==> src/rtl/gost_pkg.sv <==
// gost_pkg: constants shared by the GOST (Magma) encrypt and decrypt paths
package gost_pkg;
    localparam int ROUNDS = 32;
    localparam int ROT = 11;
    typedef enum logic [1:0] {IDLE, RUN, DONE} state_e;
    // Magma S-box rows; entry 0 is the leftmost nibble of each row
    localparam logic [0:15][3:0] SBOX [8] = '{
        64'hC462A5B9E8D703F1,
        64'h68239A5C1E47BD0F,
        64'hB3582FADE174C960,
        64'hC821D4F670A53E9B,
        64'h7F5A816D093EB42C,
        64'h5DF692CAB78143E0,
        64'h8E25691CF4B0DA37,
        64'h17ED05834FA69CB2
    };
endpackage

==> src/rtl/gost_round_f.sv <==
// gost_round_f: GOST round function g(x) = ROL11(S(x + k))
module gost_round_f
    import gost_pkg::*;
(
    input  logic [31:0] x,
    input  logic [31:0] k,
    output logic [31:0] g
);
    logic [31:0] t;
    logic [31:0] s;
    assign t = x + k;
    for (genvar n = 0; n < 8; n++) begin : g_sbox
        assign s[4*n +: 4] = SBOX[n][t[4*n +: 4]];
    end
    assign g = (s << ROT) | (s >> (32 - ROT));
endmodule

==> src/rtl/gost_decrypt.sv <==
// gost_decrypt: iterative GOST (Magma) block decryption, one round per cycle
module gost_decrypt
    import gost_pkg::*;
(
    input  logic         iclk,
    input  logic         irst,
    input  logic         istart,
    input  logic [63:0]  iblock,
    input  logic [255:0] ikey,
    output logic [63:0]  oblock,
    output logic         odone,
    output logic         obusy
);
    state_e state_q, state_d;
    logic [4:0] rnd_q, rnd_d;
    logic [63:0] a_q, a_d;
    logic [255:0] key_q, key_d;
    logic [63:0] oblock_q, oblock_d;
    logic odone_q, odone_d;
    logic obusy_q, obusy_d;
    logic [2:0] kidx;
    logic [31:0] kj;
    logic [31:0] g;
    logic [31:0] mix;
    logic last;
    // Decrypt order: K0..K7 once, then K7..K0 three times; K_j sits at ikey[255-32j -: 32]
    assign kidx = rnd_q[4:3] == 2'b00 ? rnd_q[2:0] : ~rnd_q[2:0];
    assign kj = key_q[{~kidx, 5'd0} +: 32];
    assign mix = g ^ a_q[63:32];
    assign last = rnd_q == 5'(ROUNDS - 1);
    gost_round_f u_round (
        .x (a_q[31:0]),
        .k (kj),
        .g (g)
    );
    always_comb begin
        state_d = state_q;
        rnd_d = rnd_q;
        a_d = a_q;
        key_d = key_q;
        oblock_d = oblock_q;
        odone_d = 1'b0;
        case (state_q)
            IDLE: begin
                state_d = istart ? RUN : IDLE;
                rnd_d = istart ? 5'd0 : rnd_q;
                a_d = istart ? iblock : a_q;
                key_d = istart ? ikey : key_q;
            end
            RUN: begin
                rnd_d = rnd_q + 5'd1;
                a_d = last ? {mix, a_q[31:0]} : {a_q[31:0], mix};
                oblock_d = last ? {mix, a_q[31:0]} : oblock_q;
                state_d = last ? DONE : RUN;
            end
            DONE: begin
                odone_d = 1'b1;
                state_d = IDLE;
            end
            default: state_d = IDLE;
        endcase
        obusy_d = state_d != IDLE;
    end
    always_ff @(posedge iclk) begin
        if (irst) begin
            state_q <= IDLE;
            rnd_q <= '0;
            a_q <= '0;
            key_q <= '0;
            oblock_q <= '0;
            odone_q <= 1'b0;
            obusy_q <= 1'b0;
        end else begin
            state_q <= state_d;
            rnd_q <= rnd_d;
            a_q <= a_d;
            key_q <= key_d;
            oblock_q <= oblock_d;
            odone_q <= odone_d;
            obusy_q <= obusy_d;
        end
    end
    assign oblock = oblock_q;
    assign odone = odone_q;
    assign obusy = obusy_q;
endmodule

==> config.mk <==
export PLATFORM = sky130hd
export DESIGN_NAME = gost_decrypt
export DESIGN_NICKNAME = d
export VERILOG_FILES = /design/src/rtl/gost_pkg.sv /design/src/rtl/gost_round_f.sv /design/src/rtl/gost_decrypt.sv
export SDC_FILE = /design/constraint.sdc
export NUM_CORES = 1
export LEC_CHECK = 0
export BUFFER_PORTS_ARGS = -buffer_cell sky130_fd_sc_hd__buf_2
export CORE_UTILIZATION = 45
export CTS_CLUSTER_DIAMETER = 120
export DETAILED_ROUTE_END_ITERATION = 7
export MAX_ROUTING_LAYER = met4
export PLACE_DENSITY = 0.73
export SYNTH_ARGS = -nofsm -noshare
export SYNTH_HDL_FRONTEND = slang
export SYNTH_SLANG_ARGS = --single-unit
==> constraint.sdc <==
create_clock -name iclk -period 16.2 [get_ports iclk]
set_input_delay 0 -clock iclk [delete_from_list [all_inputs] [get_ports iclk]]
set_output_delay 0 -clock iclk [all_outputs]
set_load 0.03 [all_outputs]
Yosys cells after proc, flatten, opt, wreduce, memory -nomap -nowiden
Memories as Yosys holds them, arrays and structs flattened. Index checks and enable logic that the tools add are counted.

Flip-flop bits (word level): 393. Memories: 8. Bits in latches: 0. Bits in writable memories: 0. Output and inout port bits: 66. Word-level logic and storage cells: 78. Memory bits (read-only): 512.

Memory list: (name not given) (depth 16, bits a word 4, read ports 1, clocked after Yosys merged registers in 0, write ports 0, RTL line gost_round_f.sv:13) `assign s[4*n +: 4] = SBOX[n][t[4*n +: 4]];`; (name not given) (depth 16, bits a word 4, read ports 1, clocked after Yosys merged registers in 0, write ports 0, RTL line gost_round_f.sv:13); (name not given) (depth 16, bits a word 4, read ports 1, clocked after Yosys merged registers in 0, write ports 0, RTL line gost_round_f.sv:13); (name not given) (depth 16, bits a word 4, read ports 1, clocked after Yosys merged registers in 0, write ports 0, RTL line gost_round_f.sv:13); (name not given) (depth 16, bits a word 4, read ports 1, clocked after Yosys merged registers in 0, write ports 0, RTL line gost_round_f.sv:13); (name not given) (depth 16, bits a word 4, read ports 1, clocked after Yosys merged registers in 0, write ports 0, RTL line gost_round_f.sv:13); +2 memories.

$mul: 0. $add $sub $neg: 2. Multiplexer cells: 26. Shift operators: 1. Magnitude comparators: 8. Bitwise operators: 12. Reductions and logical operators: 8. Divide/modulo/power cells: 0. Equality and inequality tests: 5.

Operators with widths (count): 256-bit by 9-bit indexed part select with 32-bit output (1); 64-bit 2-to-1 mux (2); 64-bit case mux with 2 select lines (1); 4-bit 2-to-1 mux (16); 5-bit greater-or-equal comparator, second input constant (8); 4-bit inverter with 5-bit output (8); 32-bit adder (1); 32-bit by 11-bit bitwise OR with 32-bit output (1); 32-bit bitwise XOR (1); 5-bit case mux with 2 select lines (1); 3-bit inverter (2); 2-bit AND reduction (3); 5-bit by 1-bit adder with 5-bit output, second input constant (1); 5-bit equality test, second input constant (1); 5-bit 2-to-1 mux (1); 2-bit logical NOT (2); 2-bit inequality test, second input constant (2); 2-bit case mux with 2 select lines (1); 2-bit nonzero test (2); 3-bit 2-to-1 mux (1); 3-bit AND reduction (1); 2-bit by 1-bit equality test with 1-bit output, second input constant (1); 2-bit equality test, second input constant (1); 1-bit 2-to-1 mux (2); 2-bit 2-to-1 mux (1).

Logic depth before layout (Yosys ltp)
Gate-level depths: netlist (run 1).

Depth after elaboration: 13. Mapped depth: 23. Gate-level depth less buffers: 20.

Hierarchy
From an unflattened synthesis (run 1), not the netlist that was laid out.

Cells, all modules: 2558. Area, all modules: 21966.1 µm².

Modules (own cells, without submodules): gost_decrypt (times used 1, area an instance 18953.2 µm², cells an instance 2151); gost_round_f (times used 1, area an instance 3012.9 µm², cells an instance 407).

Worst setup path after synthesis (run 1)
No wires, ideal clock.

Kind: register to register. Start: register rnd_q[3]. End: register a_q[61]. Data required time: 16.108 ns. Period minus slack after synthesis: 6.016 ns. Arrival: 5.924 ns. Library setup time: 0.092 ns. Cell stages (with the launch flop): 22. Path slack: 10.184 ns. Path through: dfxtp_1 -> clkbuf_1 -> nor2_1 -> xnor2_1 -> clkbuf_1 -> clkbuf_1 -> mux4_2 -> mux2_2 -> ha_1 -> fa_1 -> a21o_1 -> a31o_2 -> a21oi_1 -> nand2_1 -> a31oi_1 -> xor2_1 -> inv_1 -> ha_1 -> mux4_2 -> xnor2_1 -> nor2_1 -> nor4_1.

Word-level cells in the longest chain between the ends: 13. Elaborated cells on any way between the ends: 14. Classes of those cells: 1 x add/sub; 1 x eq/ne; 1 x shift; 5 x mux; 4 x bitwise; 1 x reduce/logical; 1 x memory.

Ends and longest elaborated chain: from (decl) (RTL line gost_decrypt.sv:15) `logic [4:0] rnd_q, rnd_d;`; from (signal assigned) (RTL line gost_decrypt.sv:75) `rnd_q <= rnd_d;`; 2-bit logical NOT (RTL line gost_decrypt.sv:27) `assign kidx = rnd_q[4:3] == 2'b00 ? rnd_q[2:0] : ~rnd_q[2:0];`; 3-bit 2-to-1 mux (RTL line gost_decrypt.sv:27); 3-bit inverter (RTL line gost_decrypt.sv:28) `assign kj = key_q[{~kidx, 5'd0} +: 32];`; 256-bit by 9-bit indexed part select with 32-bit output (RTL line gost_decrypt.sv:28); 32-bit adder (RTL line gost_round_f.sv:11) `assign t = x + k;`; 4-bit inverter with 5-bit output (implied by the code) (RTL line gost_round_f.sv:13); memory 16 x 4 bit; 4-bit 2-to-1 mux (implied by the code) (2 in series) (RTL line gost_round_f.sv:13); 32-bit by 11-bit bitwise OR with 32-bit output (RTL line gost_round_f.sv:15) `assign g = (s << ROT) | (s >> (32 - ROT));`; 32-bit bitwise XOR (RTL line gost_decrypt.sv:29) `assign mix = g ^ a_q[63:32];`; 64-bit 2-to-1 mux * (RTL line gost_decrypt.sv:52) `a_d = last ? {mix, a_q[31:0]} : {a_q[31:0], mix};`; 64-bit case mux with 2 select lines * (RTL line gost_decrypt.sv:43) `case (state_q)`; to (signal assigned) (RTL line gost_decrypt.sv:68) `a_q <= '0;`; to (signal assigned) (RTL line gost_decrypt.sv:76) `a_q <= a_d;`; to (decl) (RTL line gost_decrypt.sv:16) `logic [63:0] a_q, a_d;`.

Every way passes the cells marked *; elsewhere a longest branch is shown, timed or not. The select of a mux whose other input is x is not followed. A chain may end at the register's enable or synchronous reset.

Worst setup path in the final report (run 1)
Start: register rnd_q[4]. End: register a_q[33].

Same word-level chain as after synthesis.

==> run summary, run 1 <==
Static Leakage -> 11.1 nW
Vias -> 21124
Final wirelength -> 78400 um
Final setup viols -> 0
Drt wl/cell -> 21.4 um
Main synth FF type -> dfxtp_1
Initial antenna violation count -> 3
CP max FO -> 50
Clk_skew -> 23.6 ps
Outcome -> finished, violations left
Cell family with most CP delay -> buffers and inverters
HPWL after detailed placement -> 49900 um
Slowest stage delay, CP -> 780 ps
WP buf/inv -> 3
Setup TNS -> 0 ps
First drt pass iteration count -> 8
Starting Density -> 0.459
Part of the power in combinational logic -> 0.256
Tmin final -> 6980 ps
Pwr Density -> 107 nW/um^2
Post-Syn Nets -> 2850
Max-Cap Viols -> 0
Util after Layout -> 0.619
Period utilisation layout -> 0.431
First-pass GRT wire length -> 118000 um
Most common cell after layout, fill and taps aside -> nand2_1
Share of layout cells above drive strength 1 -> 0.197
Die Span Y -> 212 um
Fin nets -> 3444
Max VDD drop -> 0.0808 mV
Critical Path Sink Type -> flop
FP Rows -> 76
H-tree depth -> 2
Crit-path slowest cell -> buf_4
Number of synthesized register bits -> 393
Antenna-violating nets left -> 0
Core Area -> 43400 um^2
Clk pwr share -> 0.363
Fin. Hold Viols -> 0
Vias in the first global route -> 20668
CTS tree -> yes
GR Util All Layers -> 0.354
Crit start category -> flop
Unrepaired setup endpoints after global routing -> no
Initial DRC count -> 2375
Post-synth ARST share -> 0
# resized after CTS -> 0
Post-synth EDFFs -> 0
Max Transition Viols Final -> 0
Netlist cell types -> 81
Sequential area share after synthesis -> 0.395
Worst endpoint required time -> 16660 ps
Die width -> 212 um
Num CTS Buffers -> 43
Most frequent cells in the layout -> nand2_1, a21oi_1, dfxtp_1
Root buffer cell -> clkbuf_16
Switching Share -> 0.321
Worst-margin pin slew -> 1340 ps
HP Class -> in2reg
Worst skew pair latency -> 580 ps
Pin count of the biggest net entering global routing -> 225
Violated checks -> DRC
Maximum clock rate -> 143 MHz
Pre-CTS worst setup slack -> 9480 ps
Critical path class -> reg2reg
Setup ws final -> 9220 ps
Relative slew slack -> 0.106
Synthesis-to-finish area growth -> 34.6%
Placer Congestion -> 0.941
Fill cells -> 3558
Power Internal -> 1.95 mW
I/O Pins -> 389
Die area -> 45100 um^2
Register share of total power -> 0.380
Synthesis Warnings -> 0
Total chip power -> 2.87 mW
Post-synthesis cell count -> 2455
CTS clk-pin slew, worst paths -> 60 ps
DR vias/cell -> 5.76
DRC -> 1
Overflow after GRT -> 0
Maximum clock path buffer count -> 3
Worst endpoint data arrival time -> 7440 ps
CP cell instances -> nor2_1, xnor2_2, buf_4, buf_4, mux4_2, mux2_2, ha_1, fa_1, a21o_1, a31o_2, a21o_1, o21ai_1, and2_1, xor2_1, ha_1, nand2_1, a2bb2oi_1, xor2_1, a221oi_1, nor2_1, dlygate4sd3_1
Switch Pwr -> 920 uW
Mapped cell area -> 19900 um^2
Avg Inst Size Synth -> 8.11 um^2
# clock sinks -> 393
PortBufs -> 388
## layout make-up
class	count	area [um^2]	share of cell area
clock inverters	19	269	0.0100
diodes	3	7.51	0.000280
flip-flops and latches	393	7870	0.293
multi-input cells	1847	11300	0.421
clock buffers	57	1210	0.0451
well taps	585	732	0.0273
inverters	37	139	0.00518
repair buffers	727	5320	0.198
## synth_stat cells (19+ instances only)
cell,number,area share
mux4_2,71,0.080
inv_1,37,0.0070
a211oi_1,32,0.012
clkbuf_1,152,0.029
nor2_1,118,0.022
nor2b_1,19,0.0060
ha_1,71,0.045
xnor2_1,32,0.014
mux2_2,35,0.020
xor2_1,33,0.015
a21oi_1,394,0.099
nand2_1,715,0.13
nand3_1,27,0.0068
mux2i_1,25,0.013
dfxtp_1,393,0.39
o21ai_0,52,0.013
## worst reg2reg max path: stages (launching register included)
cell,delay (ps)
dfxtp_1,380
nor2_1,320
xnor2_2,150
buf_4,290
buf_4,780
mux4_2,650
mux2_2,340
ha_1,240
fa_1,430
a21o_1,210
a31o_2,290
a21o_1,210
o21ai_1,260
and2_1,190
xor2_1,350
ha_1,240
nand2_1,50
a2bb2oi_1,340
xor2_1,180
a221oi_1,320
nor2_1,70
dlygate4sd3_1,600
## sequential cells by signal, summed over array words and instances, names as in the netlist
| register | cells |
|---|---|
| odone | 1 |
| rnd_q | 5 |
| a_q | 64 |
| obusy | 1 |
| key_q | 256 |
| state_q | 2 |
| oblock | 64 |
## metrics by stage
stage	instances	cell area [um^2]	hold slack, ps
2_1_floorplan	2455	19900	136
3_3_place_gp	3266	22100	242
3_5_place_dp	3266	22100	246
4_1_cts	3665	26800	17.1
5_1_grt	3668	26800	62.4
6_report	3668	26800	57.7
## power groups by stage
| stage | Combinational [mW] | Sequential [mW] | Clock [mW] |
|---|---|---|---|
| 2_1_floorplan | 0.466 | 1.08 | 0 |
| 3_3_place_gp | 0.632 | 1.11 | 0 |
| 3_5_place_dp | 0.652 | 1.11 | 0 |
| 4_1_cts | 0.715 | 1.09 | 1.05 |
| 5_1_grt | 0.797 | 1.09 | 1.08 |
| 6_report | 0.736 | 1.09 | 1.04 |
## worst paths after layout
check | from | endpoint | slack, ps | depth (start not counted)
worst min register to register | key_q[150] | key_q[150] | 450 | 2
worst max-delay path | rnd_q[4] | a_q[33] | 9220 | 21
worst max register to register | rnd_q[4] | a_q[33] | 9220 | 21
worst min-delay path | istart | a_q[11] | 60 | 4
## layer usage
metal | track usage | share of wire | up-vias
met5 | - | 0 | -
met2 | 0.580 | 0.48 | 1204
met3 | 0.0585 | 0.079 | 264
met4 | 0.174 | 0.052 | 0
li1 | - | - | 9669
met1 | 0.422 | 0.39 | 9987
## logic make-up after synthesis
kind of cell,count (synthesis),share of synthesized area
fa+ha+maj,74,0.0466
simple gates,969,0.199
buf+inv,215,0.0411
compound gates,608,0.177
mux,131,0.113
xor+xnor,65,0.0286
flops,393,0.395
## timing repair
action	CTS	global route
hold buffers	323	0
buffers inserted	0	0
endpoints found under the hold margin	322	0
No activity file was read; power rests on OpenSTA's default activity.
==> run 2: changes to the inputs <==
--- a/config.mk
+++ b/config.mk
@@ -5,12 +5,13 @@
 export SDC_FILE = /design/constraint.sdc
 export NUM_CORES = 1
 export LEC_CHECK = 0
+export ABC_AREA = 1
 export BUFFER_PORTS_ARGS = -buffer_cell sky130_fd_sc_hd__buf_2
 export CORE_UTILIZATION = 45
 export CTS_CLUSTER_DIAMETER = 120
 export DETAILED_ROUTE_END_ITERATION = 7
 export MAX_ROUTING_LAYER = met4
-export PLACE_DENSITY = 0.73
+export PLACE_DENSITY = 0.76
 export SYNTH_ARGS = -nofsm -noshare
 export SYNTH_HDL_FRONTEND = slang
 export SYNTH_SLANG_ARGS = --single-unit
==> constraint.sdc (replaced) <==
create_clock -name iclk -period 6.4 [get_ports iclk]
set_input_delay 0 -clock iclk [delete_from_list [all_inputs] [get_ports iclk]]
set_output_delay 0 -clock iclk [all_outputs]
set_load 0.03 [all_outputs]
==> run 2 against run 1 <==
  * The run now ends clean
  * Final area rose by 0.86%
  * Sequential power rose to 2.6 times the previous value
  * Synthesized cell count increased by 25%
  * Area after synthesis increased by 1.3%
  * Global-route usage grew 0.58 points
  * Register-to-register slack lost 8000 ps
  * Critical path type unchanged
  * Largest power group unchanged
  * Highest routed layer unchanged
==> run summary, run 2 <==
Outcome -> finished, final reports clean (was finished, violations left)
Postcts setup bufs -> 0 (unchanged)
Relative slew slack -> 0.206 (was 0.106)
Cell family with most CP delay -> simple AND/OR/NAND/NOR gates (was buffers and inverters)
Post-synth top cells -> nand2_1, nor2_1, dfxtp_1, o21ai_0, nand3_1 (was nand2_1, a21oi_1, dfxtp_1, clkbuf_1, nor2_1)
Post-synthesis cell count -> 3064 (was 2455)
Starting Density -> 0.456 (was 0.459)
Final wirelength -> 82300 um (was 78400 um)
Avg Inst Size Synth -> 6.59 um^2 (was 8.11 um^2)
Period utilisation layout -> 0.812 (was 0.431)
Slowest stage delay, CP -> 610 ps (was 780 ps)
HP Class -> in2reg (unchanged)
Max-Cap Viols -> 0 (unchanged)
H-tree depth -> 2 (unchanged)
# resized after CTS -> 0 (unchanged)
Post-synth EDFFs -> 0 (unchanged)
Max VDD drop -> 0.175 mV (was 0.0808 mV)
Critical path class -> reg2reg (unchanged)
DRC -> 0 (was 1)
Synthesis Warnings -> 0 (unchanged)
Initial DRC count -> 2575 (was 2375)
Worst skew pair latency -> 600 ps (was 580 ps)
Overflow after GRT -> 0 (unchanged)
Post-Syn Nets -> 3459 (was 2850)
Placer Congestion -> 1.04 (was 0.941)
Area leader, netlist -> dfxtp_1 (unchanged)
WP buf/inv -> 3 (unchanged)
Vias -> 23604 (was 21124)
Worst endpoint data arrival time -> 5650 ps (was 7440 ps)
Final Non-Filler Cells -> 4277 (was 3668)
Cell seen most often among critical-path stages -> nand2_1
# clock sinks -> 393 (unchanged)
Clk_skew -> 15.6 ps (was 23.6 ps)
Share of Yosys cell area claimed by the top area cell type -> 0.390 (was 0.395)
Max Transition Viols Final -> 0 (unchanged)
Die width -> 214 um (was 212 um)
FP Rows -> 77 (was 76)
Static Leakage -> 12.4 nW (was 11.1 nW)
Worst endpoint required time -> 6850 ps (was 16660 ps)
Worst-margin pin slew -> 1190 ps (was 1340 ps)
Maximum clock rate -> 192 MHz (was 143 MHz)
Core Area -> 44200 um^2 (was 43400 um^2)
Final setup viols -> 0 (unchanged)
Flop-to-flop setup slack -> 1200 ps (was 9220 ps)
Setup TNS -> 0 ps (unchanged)
GR Util All Layers -> 0.360 (was 0.354)
HPWL after detailed placement -> 52600 um (was 49900 um)
Top cells by area, synth -> dfxtp_1, nand2_1, nor2_1 (was dfxtp_1, nand2_1, a21oi_1)
Sequential area share after synthesis -> 0.390 (was 0.395)
Share of layout cells above drive strength 1 -> 0.142 (was 0.197)
Crit start category -> flop (unchanged)
Num CTS Buffers -> 43 (unchanged)
Tmin final -> 5200 ps (was 6980 ps)
Pin count of the biggest net entering global routing -> 222 (was 225)
I/O Pins -> 389 (unchanged)
Top-count cell post-synth -> nand2_1 (unchanged)
Unrepaired setup endpoints after global routing -> no (unchanged)
Root buffer cell -> clkbuf_16 (unchanged)
Most frequent cells in the layout -> nand2_1, nor2_1, dfxtp_1 (was nand2_1, a21oi_1, dfxtp_1)
CP max FO -> 41 (was 50)
Post-synth ARST share -> 0 (unchanged)
Die Span Y -> 214 um (was 212 um)
Max reg flops -> 256 (unchanged)
Die area -> 45700 um^2 (was 45100 um^2)
# placed instances -> 3876 (was 3266)
Pwr Density -> 278 nW/um^2 (was 107 nW/um^2)
CTS tree -> yes (unchanged)
PortBufs -> 388 (unchanged)
Antenna-violating nets left -> 0 (unchanged)
Critical Path Sink Type -> flop (unchanged)
Fin nets -> 4045 (was 3444)
CP cell instances -> nor2_2, xor2_4, inv_2, buf_4, nand3_1, nand3_1, nand2_1, ha_1, nand2_1, nor2_1, nand3_1, nand2_1, nand2_1, nand2_1, xor2_1, inv_1, ha_1, nor2_1, nand2_1, nand2_1, nand2_1, a21o_1, nand3_1, a21oi_1 (was nor2_1, xnor2_2, buf_4, buf_4, mux4_2, mux2_2, ha_1, fa_1, a21o_1, a31o_2, a21o_1, o21ai_1, and2_1, xor2_1, ha_1, nand2_1, a2bb2oi_1, xor2_1, a221oi_1, nor2_1, dlygate4sd3_1)
First-pass GRT wire length -> 123000 um (was 118000 um)
Reg with most FFs -> key_q (unchanged)
Vias in the first global route -> 22243 (was 20668)
Total chip power -> 7.52 mW (was 2.87 mW)
Fin. Hold Viols -> 0 (unchanged)
Main synth FF type -> dfxtp_1 (unchanged)
Drt wl/cell -> 19.2 um (was 21.4 um)
Mapped cell area -> 20200 um^2 (was 19900 um^2)
Number of synthesized register bits -> 393 (unchanged)
Maximum clock path buffer count -> 3 (unchanged)
Most common cell after layout, fill and taps aside -> nand2_1 (unchanged)
Netlist cell types -> 41 (was 81)
DR vias/cell -> 5.52 (was 5.76)
Worst hold margin -> 169 ps (was 57.7 ps)
Initial antenna violation count -> 3 (unchanged)
CTS clk-pin slew, worst paths -> 60 ps (about the same)
First drt pass iteration count -> 7 (was 8)
Synthesis-to-finish area growth -> 34.0% (was 34.6%)
Crit-path slowest cell -> inv_2 (was buf_4)
run 2: metal layers:
layer | part of all wire | GRT usage
met1 | 0.40 | 0.428
met5 | 0 | -
met3 | 0.081 | 0.0674
met2 | 0.47 | 0.587
met4 | 0.047 | 0.169
run 2: power breakdown:
| part | switching, mW | leakage (nW) | internal, mW |
|---|---|---|---|
| registers | 0.155 | 3.24 | 2.63 |
| logic | 1.40 | 8.44 | 0.780 |
| clock network | 1.10 | 0.693 | 1.45 |
| total | 2.65 | 12.4 | 4.87 |
run 2: kinds of logic after synthesis:
family	share of synthesized area
adder cells (fa/ha/maj)	0.0450
XOR/XNOR	0.0141
AND/OR/NAND/NOR	0.327
flip-flops	0.390
buffers and inverters	0.0610
AO/OA/AOI/OAI	0.163
run 2: layout make-up:
class	instances	area, um^2
multi-input combinational	2347	11200
fill	3830	17200
clock inverter	17	216
timing repair buffer	728	5310
sequential	393	7870
antenna	4	10.0
inverter	137	532
clock buffer	59	1210
tap	592	741
run 2: path summary, 6_finish.rpt:
path	startpoint	endpoint	cells after the start
setup / recovery	rnd_q[4]	oblock[56]	24
hold / removal	istart	key_q[172]	4
setup reg to reg	rnd_q[4]	oblock[56]	24
hold reg to reg	state_q[0]	odone	1
run 2: worst register-to-register path: cells and delay by family (launching register included):
kind	cells	cell delay, ps
xor gates and xnor gates	2	670
AOI/OAI and AO/OA	2	280
buffers and inverters	3	1140
adders and majority gates	2	590
DFF	1	350
and+or+nand+nor	15	2020
run 2: through the flow:
| stage | cell area [um^2] | util | setup slack, ps |
|---|---|---|---|
| final | 27100 | 0.612 | 1200 |
| after global routing | 27000 | 0.612 | 858 |
| after CTS | 27000 | 0.611 | 1250 |
| after detailed placement | 22400 | 0.507 | 1300 |
| after global placement | 22400 | 0.507 | 1340 |
| after floorplan | 20200 | - | 2430 |
run 2: what timing repair did:
| item | in CTS | in global routing |
|---|---|---|
| setup endpoints to repair | 0 | 0 |
| hold buffers | 321 | 0 |
| endpoints found under the hold margin | 322 | 0 |
